===== src/rtl/clk_div_pkg.sv =====
// Shared constants and helpers for the multi-channel clock divider.
package clk_div_pkg;

    localparam int unsigned CNT_W_DEF       = 18;
    localparam int unsigned DEFAULT_DIV_DEF = 4999;

    localparam logic MODE_TOGGLE = 1'b0;
    localparam logic MODE_STROBE = 1'b1;

    // Width of a channel index; a single channel still needs one select bit.
    function automatic int unsigned ch_idx_w(input int unsigned n);
        return (n > 32'd1) ? 32'($clog2(n)) : 32'd1;
    endfunction

endpackage


===== src/rtl/clk_div_multi_if.sv =====
// Configuration write channel of the multi-channel clock divider.
interface clk_div_multi_if
    import clk_div_pkg::*;
#(
    parameter int unsigned NUM_CH = 2,
    parameter int unsigned CNT_W  = CNT_W_DEF
);

    localparam int unsigned CH_W = ch_idx_w(NUM_CH);

    logic             cfg_valid;
    logic             cfg_ready;
    logic [CH_W-1:0]  cfg_ch;
    logic [CNT_W-1:0] cfg_div;
    logic             cfg_mode;

    modport master (
        output cfg_valid,
        output cfg_ch,
        output cfg_div,
        output cfg_mode,
        input  cfg_ready
    );

    modport slave (
        input  cfg_valid,
        input  cfg_ch,
        input  cfg_div,
        input  cfg_mode,
        output cfg_ready
    );

endinterface


===== src/rtl/clk_div_chan.sv =====
// One divider channel: period counter, active/shadow divisor and mode,
// pending-update flag and the registered clk_out/tick outputs.
module clk_div_chan
    import clk_div_pkg::*;
#(
    parameter int unsigned CNT_W       = CNT_W_DEF,
    parameter int unsigned DEFAULT_DIV = DEFAULT_DIV_DEF
) (
    input  logic             clk_in,
    input  logic             reset,
    input  logic             en,
    input  logic             wr,
    input  logic [CNT_W-1:0] wr_div,
    input  logic             wr_mode,
    output logic             pending,
    output logic             clk_out,
    output logic             tick
);

    logic [CNT_W-1:0] cnt;
    logic [CNT_W-1:0] div_act;
    logic [CNT_W-1:0] shadow_div;
    logic             mode_act;
    logic             shadow_mode;

    logic terminal_c;
    logic apply_c;
    logic mode_flip_c;

    // Period boundary detection and the update-apply decision.
    always_comb begin
        terminal_c  = en && (cnt == div_act);
        apply_c     = pending && (terminal_c || !en);
        mode_flip_c = apply_c && (shadow_mode != mode_act);
    end

    // Period counter; an apply always coincides with a restart from zero.
    always_ff @(posedge clk_in or posedge reset) begin
        if (reset) begin
            cnt <= '0;
        end else if (!en || terminal_c) begin
            cnt <= '0;
        end else begin
            cnt <= cnt + CNT_W'(1);
        end
    end

    // Shadow capture on accept, promotion to active at the period boundary.
    always_ff @(posedge clk_in or posedge reset) begin
        if (reset) begin
            div_act     <= CNT_W'(DEFAULT_DIV);
            mode_act    <= MODE_TOGGLE;
            shadow_div  <= '0;
            shadow_mode <= MODE_TOGGLE;
            pending     <= 1'b0;
        end else if (apply_c) begin
            div_act     <= shadow_div;
            mode_act    <= shadow_mode;
            pending     <= 1'b0;
        end else if (wr) begin
            shadow_div  <= wr_div;
            shadow_mode <= wr_mode;
            pending     <= 1'b1;
        end
    end

    // Output generation; a mode switch parks both outputs low.
    always_ff @(posedge clk_in or posedge reset) begin
        if (reset) begin
            clk_out <= 1'b0;
            tick    <= 1'b0;
        end else if (!en || mode_flip_c) begin
            clk_out <= 1'b0;
            tick    <= 1'b0;
        end else if (mode_act == MODE_STROBE) begin
            clk_out <= 1'b0;
            tick    <= terminal_c;
        end else begin
            clk_out <= clk_out ^ terminal_c;
            tick    <= 1'b0;
        end
    end

endmodule


===== src/rtl/clk_div_multi.sv =====
// Multi-channel programmable clock divider: config decode, ready mux,
// per-channel dividers and a fixed clk_in/2 output.
module clk_div_multi
    import clk_div_pkg::*;
#(
    parameter int unsigned NUM_CH      = 2,
    parameter int unsigned CNT_W       = CNT_W_DEF,
    parameter int unsigned DEFAULT_DIV = DEFAULT_DIV_DEF
) (
    input  logic               clk_in,
    input  logic               reset,
    clk_div_multi_if.slave     cfg,
    input  logic [NUM_CH-1:0]  ch_en,
    output logic [NUM_CH-1:0]  clk_out,
    output logic [NUM_CH-1:0]  tick,
    output logic               clk_half
);

    localparam int unsigned CH_W = ch_idx_w(NUM_CH);

    logic [NUM_CH-1:0] pending;
    logic [NUM_CH-1:0] wr_sel_c;
    logic              ready_c;

    // Ready follows the addressed channel; an unmapped index always accepts.
    always_comb begin
        ready_c = 1'b1;
        for (int unsigned i = 0; i < NUM_CH; i++) begin
            if (cfg.cfg_ch == CH_W'(i)) begin
                ready_c = ~pending[i];
            end
        end
    end

    assign cfg.cfg_ready = ready_c;

    // One-hot write strobe to the addressed channel on handshake.
    always_comb begin
        wr_sel_c = '0;
        for (int unsigned i = 0; i < NUM_CH; i++) begin
            wr_sel_c[i] = cfg.cfg_valid && ready_c && (cfg.cfg_ch == CH_W'(i));
        end
    end

    // Free-running clk_in/2.
    always_ff @(posedge clk_in or posedge reset) begin
        if (reset) begin
            clk_half <= 1'b0;
        end else begin
            clk_half <= ~clk_half;
        end
    end

    for (genvar g = 0; g < NUM_CH; g++) begin : g_chan
        clk_div_chan #(
            .CNT_W       (CNT_W),
            .DEFAULT_DIV (DEFAULT_DIV)
        ) u_chan (
            .clk_in  (clk_in),
            .reset   (reset),
            .en      (ch_en[g]),
            .wr      (wr_sel_c[g]),
            .wr_div  (cfg.cfg_div),
            .wr_mode (cfg.cfg_mode),
            .pending (pending[g]),
            .clk_out (clk_out[g]),
            .tick    (tick[g])
        );
    end

endmodule


===== src/flat_wrapper.sv =====
// flat-port wrapper written by rule: the top's interface ports become plain ports
module clk_div_multi_flat import clk_div_pkg::*;
#(
    parameter int unsigned NUM_CH      = 2,
    parameter int unsigned CNT_W       = CNT_W_DEF,
    parameter int unsigned DEFAULT_DIV = DEFAULT_DIV_DEF
)
  (clk_in, reset, ch_en, clk_out, tick, clk_half, cfg_cfg_valid, cfg_cfg_ch, cfg_cfg_div, cfg_cfg_mode, cfg_cfg_ready);
  clk_div_multi_if #(.NUM_CH(NUM_CH), .CNT_W(CNT_W)) cfg_i ();
  input  logic clk_in;
  input  logic reset;
  input  logic [NUM_CH-1:0] ch_en;
  output logic [NUM_CH-1:0] clk_out;
  output logic [NUM_CH-1:0] tick;
  output logic clk_half;
  input wire logic [$bits(cfg_i.cfg_valid)-1:0] cfg_cfg_valid;
  input wire logic [$bits(cfg_i.cfg_ch)-1:0] cfg_cfg_ch;
  input wire logic [$bits(cfg_i.cfg_div)-1:0] cfg_cfg_div;
  input wire logic [$bits(cfg_i.cfg_mode)-1:0] cfg_cfg_mode;
  output wire logic [$bits(cfg_i.cfg_ready)-1:0] cfg_cfg_ready;
  assign cfg_i.cfg_valid = cfg_cfg_valid;
  assign cfg_i.cfg_ch = cfg_cfg_ch;
  assign cfg_i.cfg_div = cfg_cfg_div;
  assign cfg_i.cfg_mode = cfg_cfg_mode;
  assign cfg_cfg_ready = cfg_i.cfg_ready;
  clk_div_multi #(.NUM_CH(NUM_CH), .CNT_W(CNT_W), .DEFAULT_DIV(DEFAULT_DIV)) u_core (.clk_in(clk_in), .reset(reset), .cfg(cfg_i), .ch_en(ch_en), .clk_out(clk_out), .tick(tick), .clk_half(clk_half));
endmodule

===== config.mk =====
export PLATFORM = sky130hd
export DESIGN_NAME = clk_div_multi_flat
export DESIGN_NICKNAME = d
export VERILOG_FILES = /design/src/rtl/clk_div_pkg.sv /design/src/rtl/clk_div_multi_if.sv /design/src/rtl/clk_div_chan.sv /design/src/rtl/clk_div_multi.sv /design/src/flat_wrapper.sv
export SDC_FILE = /design/constraint.sdc
export NUM_CORES = 1
export LEC_CHECK = 0
export CAP_MARGIN = 15
export CORE_MARGIN = 1
export CORE_UTILIZATION = 35
export CTS_BUF_LIST = sky130_fd_sc_hd__clkbuf_8
export CTS_CLUSTER_DIAMETER = 30
export DETAILED_ROUTE_END_ITERATION = 10
export HOLD_SLACK_MARGIN = 0.06
export PLACE_DENSITY_LB_ADDON = 0.12
export SYNTH_ARGS = -nofsm -noshare
export SYNTH_HDL_FRONTEND = slang
export SYNTH_SLANG_ARGS = --single-unit

===== constraint.sdc =====
create_clock -name clk_in -period 8.3 [get_ports clk_in]
set_clock_uncertainty 0.2 [all_clocks]
set_input_delay 2.49 -clock clk_in [delete_from_list [all_inputs] [get_ports clk_in]]
set_output_delay 2.49 -clock clk_in [all_outputs]
set_load 0.03 [all_outputs]

==> qor.yml, run 1 <==
switchingPower_uw: 380.7
crit_type: "primary input to output pin"
track_usage_pct: 17.10
setup_viol: 0
hold_violations: 0
start_util_pct: 35.68
synthCells: 647
clk_pin_slew_ns: 0.07
post-route-min-period_ns: 6.634
die_w_um: 137.3
reg2regPathDepth: 5
rsz0062_at_grt: "false"
ant_nets: 0
synth_warnings: 0
seqPwrFrac_pct: 50.9
cts_resized: 0
synth_ff_type: "dfrtp_1"
reg2reg_from: "u_core.g_chan[0].u_chan.cnt[13]"
period_share_pct: 79.93
portBuffers: 30
antenna_found_initial: 0
status: "complete, no violations"
core-area_um2: 17960
drv_cap: 0
vias_per_cell: 5.459
vias: 4891
clk_path_buf_depth: 2
pre_cts_slack_ns: 1.657
ys_seq_area_share_pct: 46.74
fin_ws_ns: 1.666
p_sw_share_pct: 27.49
crit_fanout: 3
share_comb_of_total_power_pct: 13.5
power_density_nw_per_um2: 192.7
grt_pass1_vias: 4719
rows: 49
synth_edf_count: 0
worst_slew_pin_slew_ns: 0.9814
grt_first_pass_wirelength_um: 24640
fin_cells: 896
wl_um: 14830
grt_max_degree: 74
synth_async_sr_flop_share_pct: 100.0
drv_slew: 0
holdBufCountCts: 0
io_pins: 31
hold_path_end: "u_core.clk_half"
hp-start: "u_core.clk_half"
gp_congestion: 0.7682
hold_ws_ns: 0.2292
dp.cells: 865
die-area_um2: 18860
cts_tree: "done"
worstSetupStartpointType: "primary input"
cts_root_buffer: "clkbuf_8"
p_leak_uw: 0.002892
reg2reg_slack_ns: 5.80
critPathRequiredTime_ns: 5.61
hpwl_um: 9711
power.internal_uw: 1004
syn_area_um2: 6409
overflow: 0
hold_depth: 1
numCtsBuffers: 17
nets: 682
r2r-end: "u_core.g_chan[0].u_chan.pending"
clkSinkCount: 119
fp.dieH_um: 137.3
routedWlPerCell_um: 16.55
tns_ns: 0
htree_levels: 4
max-slew-margin-rel_pct: 34.39
synthToLayoutAreaGrowth_pct: 12.16
avgSynthCellArea_um2: 9.905
clock_latency_ns: 0.44
synth_nets: 674
fmax_mhz: 150.7
crit_arrival_ns: 3.94
clockPowerShare_pct: 35.5
max-vdd-ir-drop_uv: 97.66
first_iter_violations: 391
hold_class: "flip-flop to flip-flop"
synth-seq-cells: 119
drc: 0
worst_setup_path_end_kind: "output pin"
synth_cell_types: 40
drive_gt1_share_pct: 14.39
antenna_cells: 0
post_cts.repair.setup_buffers: 0
p_total_uw: 1385
first_pass_iters: 5
worst max path at each step:
stage | from | to | slack, ns | cells past startpoint
6_report | cfg_cfg_ch | cfg_cfg_ready | 1.67 | 3
5_1_grt | cfg_cfg_ch | cfg_cfg_ready | 1.62 | 3
4_1_cts | cfg_cfg_ch | cfg_cfg_ready | 1.65 | 3
3_5_place_dp | cfg_cfg_ch | cfg_cfg_ready | 1.66 | 3
3_3_place_gp | cfg_cfg_ch | cfg_cfg_ready | 1.70 | 3
2_1_floorplan | reset | u_core.clk_half | 2.48 | 1
cell usage after synthesis (17+ instances only):
cell      number  area [µm²]
xor2_1        44       385.4
nand4_1       47       294.0
inv_1         37       138.9
o211ai_1      26       195.2
nor2_1        44       165.2
nand2_1       38       142.6
nand3b_1      17       127.6
mux2_2        38       427.9
clkbuf_1      28       105.1
xnor2_1       24       210.2
o21ai_0       32       160.2
a31oi_1       29       181.4
nand3_1       29       145.1
dfrtp_1      105        2628
cells in the final DEF, fill, tap and decap left out, types with 2 or more instances in the layout:
cell type        instances
o211ai_1                26
nor3_1                   4
and3_1                   7
mux2_2                  38
nand4_1                 47
o21ai_4                  2
or2_1                    2
ha_1                     2
nand3_1                 29
dfstp_2                 14
nand3b_1                17
buf_4                   11
o311ai_0                12
a222oi_1                 9
o21ai_0                 32
o2111a_1                 2
nor4_1                   6
xor2_1                  44
dfrtp_1                105
clkinv_2                 2
nor4_2                   2
clkbuf_8                22
and2_1                   9
xnor2_1                 24
a31oi_1                 29
inv_1                   42
nand2_1                 38
nor2_1                  44
clkdlybuf4s50_1         30
a21oi_1                  3
and4_1                   3
cell type report:
class	instances	area, µm²
fillers	1753	10780
well taps	229	286.5
flip-flops and latches	119	2995
inverters	38	145.1
multi-input cells	438	3013
clock inverters	9	62.56
clock buffers	22	302.8
repair buffers	41	382.9
sequential cells by signal, summed over array words and instances (netlist names):
register / flops
u_core.g_chan.u_chan.pending: 2
u_core.g_chan.u_chan.div_act: 36
u_core.g_chan.u_chan.tick: 2
u_core.g_chan.u_chan.mode_act: 2
u_core.g_chan.u_chan.shadow_mode: 2
u_core.clk_half: 1
u_core.g_chan.u_chan.shadow_div: 36
u_core.g_chan.u_chan.cnt: 36
u_core.g_chan.u_chan.clk_out: 2
power groups by stage:
stage | registers [µW] | clock network [µW] | logic, µW
finish | 705 | 492 | 187
global route | 715 | 539 | 211
CTS | 706 | 508 | 190
detailed placement | 716 | 0 | 188
global placement | 715 | 0 | 182
floorplan | 695 | 0 | 146
per-stage QoR:
step                area, µm²  utilization, %
floorplan                6409               -
global placement         6823           37.98
detailed placement       6823           37.98
CTS                      7188           40.02
global route             7188           40.02
finish                   7188           40.02
routing by layer:
layer  track usage (%)  wire (µm)  part of all wire [%]
met1             24.38       7344                    50
met2             25.22       6701                    45
met3             3.201        524                   3.5
met4             7.143        260                   1.8
met5                 0          0                     0
critical path: stages:
cell and delay, ns:
clkdlybuf4s50_1 0.53, mux2i_1 0.22, clkdlybuf4s50_1 0.70
cells by family after synthesis:
group	synth area share, %
flip-flops	46.74
AND/OR/NAND/NOR	17.67
XOR/XNOR	9.293
adder cells (fa/ha/maj)	0.3904
buffers and inverters	6.325
AO/OA/AOI/OAI	12.75
multiplexers	6.833
Power figures use the tool's default switching activity.
==> run 2: changes to the inputs <==
==> constraint.sdc (replaced) <==
create_clock -name clk_in -period 6.6 [get_ports clk_in]
set_clock_uncertainty 0.2 [all_clocks]
set_input_delay 1.98 -clock clk_in [delete_from_list [all_inputs] [get_ports clk_in]]
set_output_delay 1.98 -clock clk_in [all_outputs]
set_load 0.03 [all_outputs]
==> run 2 against run 1 <==
  * Global-route usage grew 0.25 points
  * Register-to-register slack lost 1.7 ns
  * Utilization grew 0.39 points
  * Die area is the same
  * Worst hold slack is essentially flat
  * Sequential share of layout area shrank 0.40 points
  * First-iteration DRC count grew 21%
  * Non-clock buffer count grew 1
  * Sequential power grew 26%
  * Power grew 32%
  * Critical path depth is the same
  * Critical endpoint unchanged
  * Largest cell class unchanged
==> qor.yml, run 2 (synthesized netlist as in run 1, its figures left out) <==
status: "complete, no violations"
clk_path_buf_depth: 2
htree_levels: 4
holdBufCountCts: 0
hp-start: "u_core.clk_half"
tns_ns: 0
dr.max_layer_used: "met4"
path_cells: "clkdlybuf4s50_1 -> mux2i_1 -> clkdlybuf4s50_1"
cp_slowest_cell: "clkdlybuf4s50_1"
start_util_pct: 35.68
worst_setup_path_end_kind: "output pin"
worstSetupStartpointType: "primary input"
post_cts.repair.setup_buffers: 0
numCtsBuffers: 17
ant_nets: 0
fmax_mhz: 178.8
fillers: 1743
core-area_um2: 17960
die-area_um2: 18860
antenna_cells: 0
vias: 4957
grt_first_pass_wirelength_um: 25150
first_iter_violations: 474
hpwl_um: 9834
crit_type: "primary input to output pin"
route.met2.wl_um: 6789
fp.dieH_um: 137.3
portBuffers: 30
cts_tree: "done"
overflow: 0
layout.cells.most_common_list: "dfrtp_1, nand4_1, xor2_1, nor2_1"
wl_um: 15000
grt_pass1_vias: 4758
setup_viol: 0
drv_cap: 0
hold_ws_ns: 0.2290
layout_commonest_cell: "dfrtp_1"
period_share_pct: 84.72
post-route-min-period_ns: 5.591
p_leak_uw: 0.002912
p_total_uw: 1834
fin_cells: 898
dp.cells: 866
die_w_um: 137.3
max-vdd-ir-drop_uv: 118.1
gp_congestion: 0.7394
hold_violations: 0
critPathRequiredTime_ns: 4.42
startpoint: "cfg_cfg_ch"
vias_per_cell: 5.520
reg2reg_from: "u_core.g_chan[1].u_chan.cnt[14]"
worst_slew_pin_slew_ns: 0.9678
power_density_nw_per_um2: 252.7
routedWlPerCell_um: 16.70
grt_max_degree: 59
critPathBufInv: 2
crit_arrival_ns: 3.41
clkSinkCount: 119
first_pass_iters: 5
synthToLayoutAreaGrowth_pct: 13.26
rows: 49
antenna_found_initial: 0
drv_slew: 0
met3_length_um: 566
cts_root_buffer: "clkbuf_8"
worst_path_most_repeated_cell: "clkdlybuf4s50_1"
top_regs: "u_core.g_chan.u_chan.cnt x36, u_core.g_chan.u_chan.div_act x36, u_core.g_chan.u_chan.shadow_div x36"
max-slew-margin-rel_pct: 35.30
fin_util_pct: 40.41
hold_class: "flip-flop to flip-flop"
rsz0062_at_grt: "false"
io_pins: 31
cts_resized: 0
crit_fanout: 3
track_usage_pct: 17.35
clock_latency_ns: 0.44
drive_gt1_share_pct: 15.25
critical-path-top-delay-family: "buffers and inverters"
drc: 0
max_stage_delay_ns: 0.69
clk_pin_slew_ns: 0.07
nets: 683
wl_met1_um: 7453
## run 2: area by class of cell
cell class / instances / area, µm² / area share (%)
Multi-Input combinational cell: 438 / 3013 / 41.51
Sequential cell: 119 / 2995 / 41.27
Timing Repair Buffer: 42 / 390.4 / 5.378
Clock buffer: 22 / 302.8 / 4.172
Tap cell: 229 / 286.5 / 3.948
Inverter: 38 / 145.1 / 2.000
Clock inverter: 10 / 125.1 / 1.724
## run 2: per-stage QoR
step / setup slack [ns] / instance area, µm²
floorplan: 1.286 / 6409
global placement: 1.018 / 6830
detailed placement: 0.9964 / 6830
CTS: 0.9920 / 7258
global route: 0.9504 / 7258
finish: 1.009 / 7258
## run 2: where the power goes
| group | internal, µW | switching [µW] |
|---|---|---|
| logic | 116 | 121 |
| registers | 811 | 76.4 |
| clock network | 419 | 291 |
## run 2: final timing paths
path,end,slack (ns),cells past startpoint
max,cfg_cfg_ready,1.01,3
min,u_core.clk_half,0.23,1
max reg2reg,u_core.g_chan[1].u_chan.pending,4.10,6
min reg2reg,u_core.clk_half,0.23,1
max in group asynchronous,u_core.g_chan[1].u_chan.div_act[12],3.34,3
min in group asynchronous,u_core.g_chan[1].u_chan.cnt[4],1.82,2
## run 2: per-layer routing
layer | vias up | GRT usage, %
met5 | - | 0
li1 | 2350 | -
met1 | 2487 | 24.36
met2 | 106 | 26.29
met4 | 0 | 6.044
met3 | 14 | 3.642
==> run 3: changes to the inputs <==
==> constraint.sdc (replaced) <==
create_clock -name clk_in -period 5.5 [get_ports clk_in]
set_clock_uncertainty 0.2 [all_clocks]
set_input_delay 1.65 -clock clk_in [delete_from_list [all_inputs] [get_ports clk_in]]
set_output_delay 1.65 -clock clk_in [all_outputs]
set_load 0.03 [all_outputs]
==> run 3 against run 2 <==
  * Routed wire length rose by 2.8%
  * First-iteration DRC count fell by 19%
  * Global-route usage hardly changed
  * Critical endpoint unchanged
  * Non-clock buffer count unchanged
  * Die area unchanged
  * Power increased by 19%
  * Critical path depth unchanged
  * Register-to-register slack lost 1.1 ns
  * Flip-flop and latch count stayed put
==> qor.yml, run 3 (synthesized netlist as in run 1, its figures left out) <==
die-area_um2: 18860
die_w_um: 137.3
cp_slowest_cell: "clkdlybuf4s50_1"
worstSetupStartpointType: "primary input"
place_area_um2: 6843
route.met2.wl_um: 7132
fillers: 1743
nets: 683
clk_path_buf_depth: 2
fin_cells: 898
worst_path_most_repeated_cell: "clkdlybuf4s50_1"
first_iter_violations: 385
grt_first_pass_wirelength_um: 24950
period_share_pct: 89.61
clock_latency_ns: 0.45
gp_congestion: 0.7345
drv_slew: 0
hpwl_um: 9992
post_cts.repair.setup_buffers: 0
critPathRequiredTime_ns: 3.65
numCtsBuffers: 17
routedWlPerCell_um: 17.17
worst_slew_pin_slew_ns: 1.004
hold_violations: 0
setup_viol: 0
first_pass_iters: 5
track_usage_pct: 17.35
htree_levels: 4
layout.cells.most_common_list: "dfrtp_1, nand4_1, xor2_1, nor2_1"
hold_class: "flip-flop to flip-flop"
layout_commonest_cell: "dfrtp_1"
wl_um: 15420
antenna_found_initial: 0
io_pins: 31
drive_gt1_share_pct: 15.25
drv_cap: 0
post-route-min-period_ns: 4.929
top_regs: "u_core.g_chan.u_chan.cnt x36, u_core.g_chan.u_chan.div_act x36, u_core.g_chan.u_chan.shadow_div x36"
dp.cells: 866
cts_resized: 0
synthToLayoutAreaGrowth_pct: 13.14
path_cells: "clkdlybuf4s50_1 -> mux2i_1 -> clkdlybuf4s50_1"
met3_length_um: 599
holdBufCountCts: 0
fmax_mhz: 202.9
power_density_nw_per_um2: 301.6
grt_max_degree: 67
start_util_pct: 35.68
portBuffers: 30
antenna_cells: 0
rows: 49
postLayoutCellArea_um2: 7251
cts_root_buffer: "clkbuf_8"
clk_pin_slew_ns: 0.07
status: "complete, no violations"
crit_fanout: 3
core-area_um2: 17960
cts_tree: "done"
rsz0062_at_grt: "false"
wl_met1_um: 7507
drc: 0
dr.max_layer_used: "met4"
p_leak_uw: 0.002914
grt_pass1_vias: 4794
max_stage_delay_ns: 0.68
tns_ns: 0
clkSinkCount: 119
vias: 4978
fp.dieH_um: 137.3
crit_arrival_ns: 3.08
overflow: 0
max-slew-margin-rel_pct: 32.86
vias_per_cell: 5.543
ant_nets: 0
max-vdd-ir-drop_uv: 130.2
worst_setup_path_end_kind: "output pin"
crit_type: "primary input to output pin"
## run 3: cell count changes in the layout (fill, tap and decap cells not counted)
cell and delta:
buf_4 -1, clkinv_2 +3, clkbuf_8 -2, clkinvlp_4 -1
buf_12 +1
## run 3: power by group
group | switching, µW | total, µW | internal [µW] | leakage [µW]
logic | 146 | 286 | 140 | 0.00128
clock network | 358 | 834 | 475 | 0.000224
registers | 93.8 | 1070 | 974 | 0.00141
## run 3: worst paths after layout
| check | from | to | slack [ns] | cells after the start |
|---|---|---|---|---|
| min | u_core.clk_half | u_core.clk_half | 0.23 | 1 |
| min reg2reg | u_core.clk_half | u_core.clk_half | 0.23 | 1 |
| max reg2reg | u_core.g_chan[0].u_chan.cnt[13] | u_core.g_chan[0].u_chan.pending | 2.98 | 5 |
| max in group asynchronous | reset | u_core.g_chan[1].u_chan.div_act[13] | 2.78 | 3 |
| max | cfg_cfg_ch | cfg_cfg_ready | 0.57 | 3 |
| min in group asynchronous | reset | u_core.g_chan[1].u_chan.div_act[5] | 1.51 | 2 |
## run 3: layout make-up
class	instances	area [µm²]	area share, %
inverter	38	145.1	2.002
multi-input combinational	438	3013	41.55
tap	229	286.5	3.952
timing repair buffer	42	402.9	5.557
clock inverter	12	132.6	1.829
sequential	119	2995	41.31
clock buffer	20	275.3	3.796
## run 3: per-stage QoR
step | hold WS (ns) | power [µW] | utilization (%) | setup WS (ns)
after floorplan | 0.2407 | 1269 | - | 0.5157
after global placement | 0.2126 | 1356 | 38.09 | 0.5799
after CTS | 0.2303 | 2210 | 40.36 | 0.5628
after detailed placement | 0.2159 | 1370 | 38.09 | 0.5751
final | 0.2290 | 2187 | 40.36 | 0.5712
after global routing | 0.2528 | 2299 | 40.36 | 0.5204
## run 3: critical path: cells and delay by family
kind	cells	cell delay, ns
buf+inv	2	1.22
mux	1	0.20
## run 3: routing by layer
layer | track usage (%) | vias up
met4 | 6.288 | 0
met1 | 24.01 | 2495
met3 | 3.532 | 13
li1 | - | 2349
met5 | 0 | -
met2 | 26.68 | 121
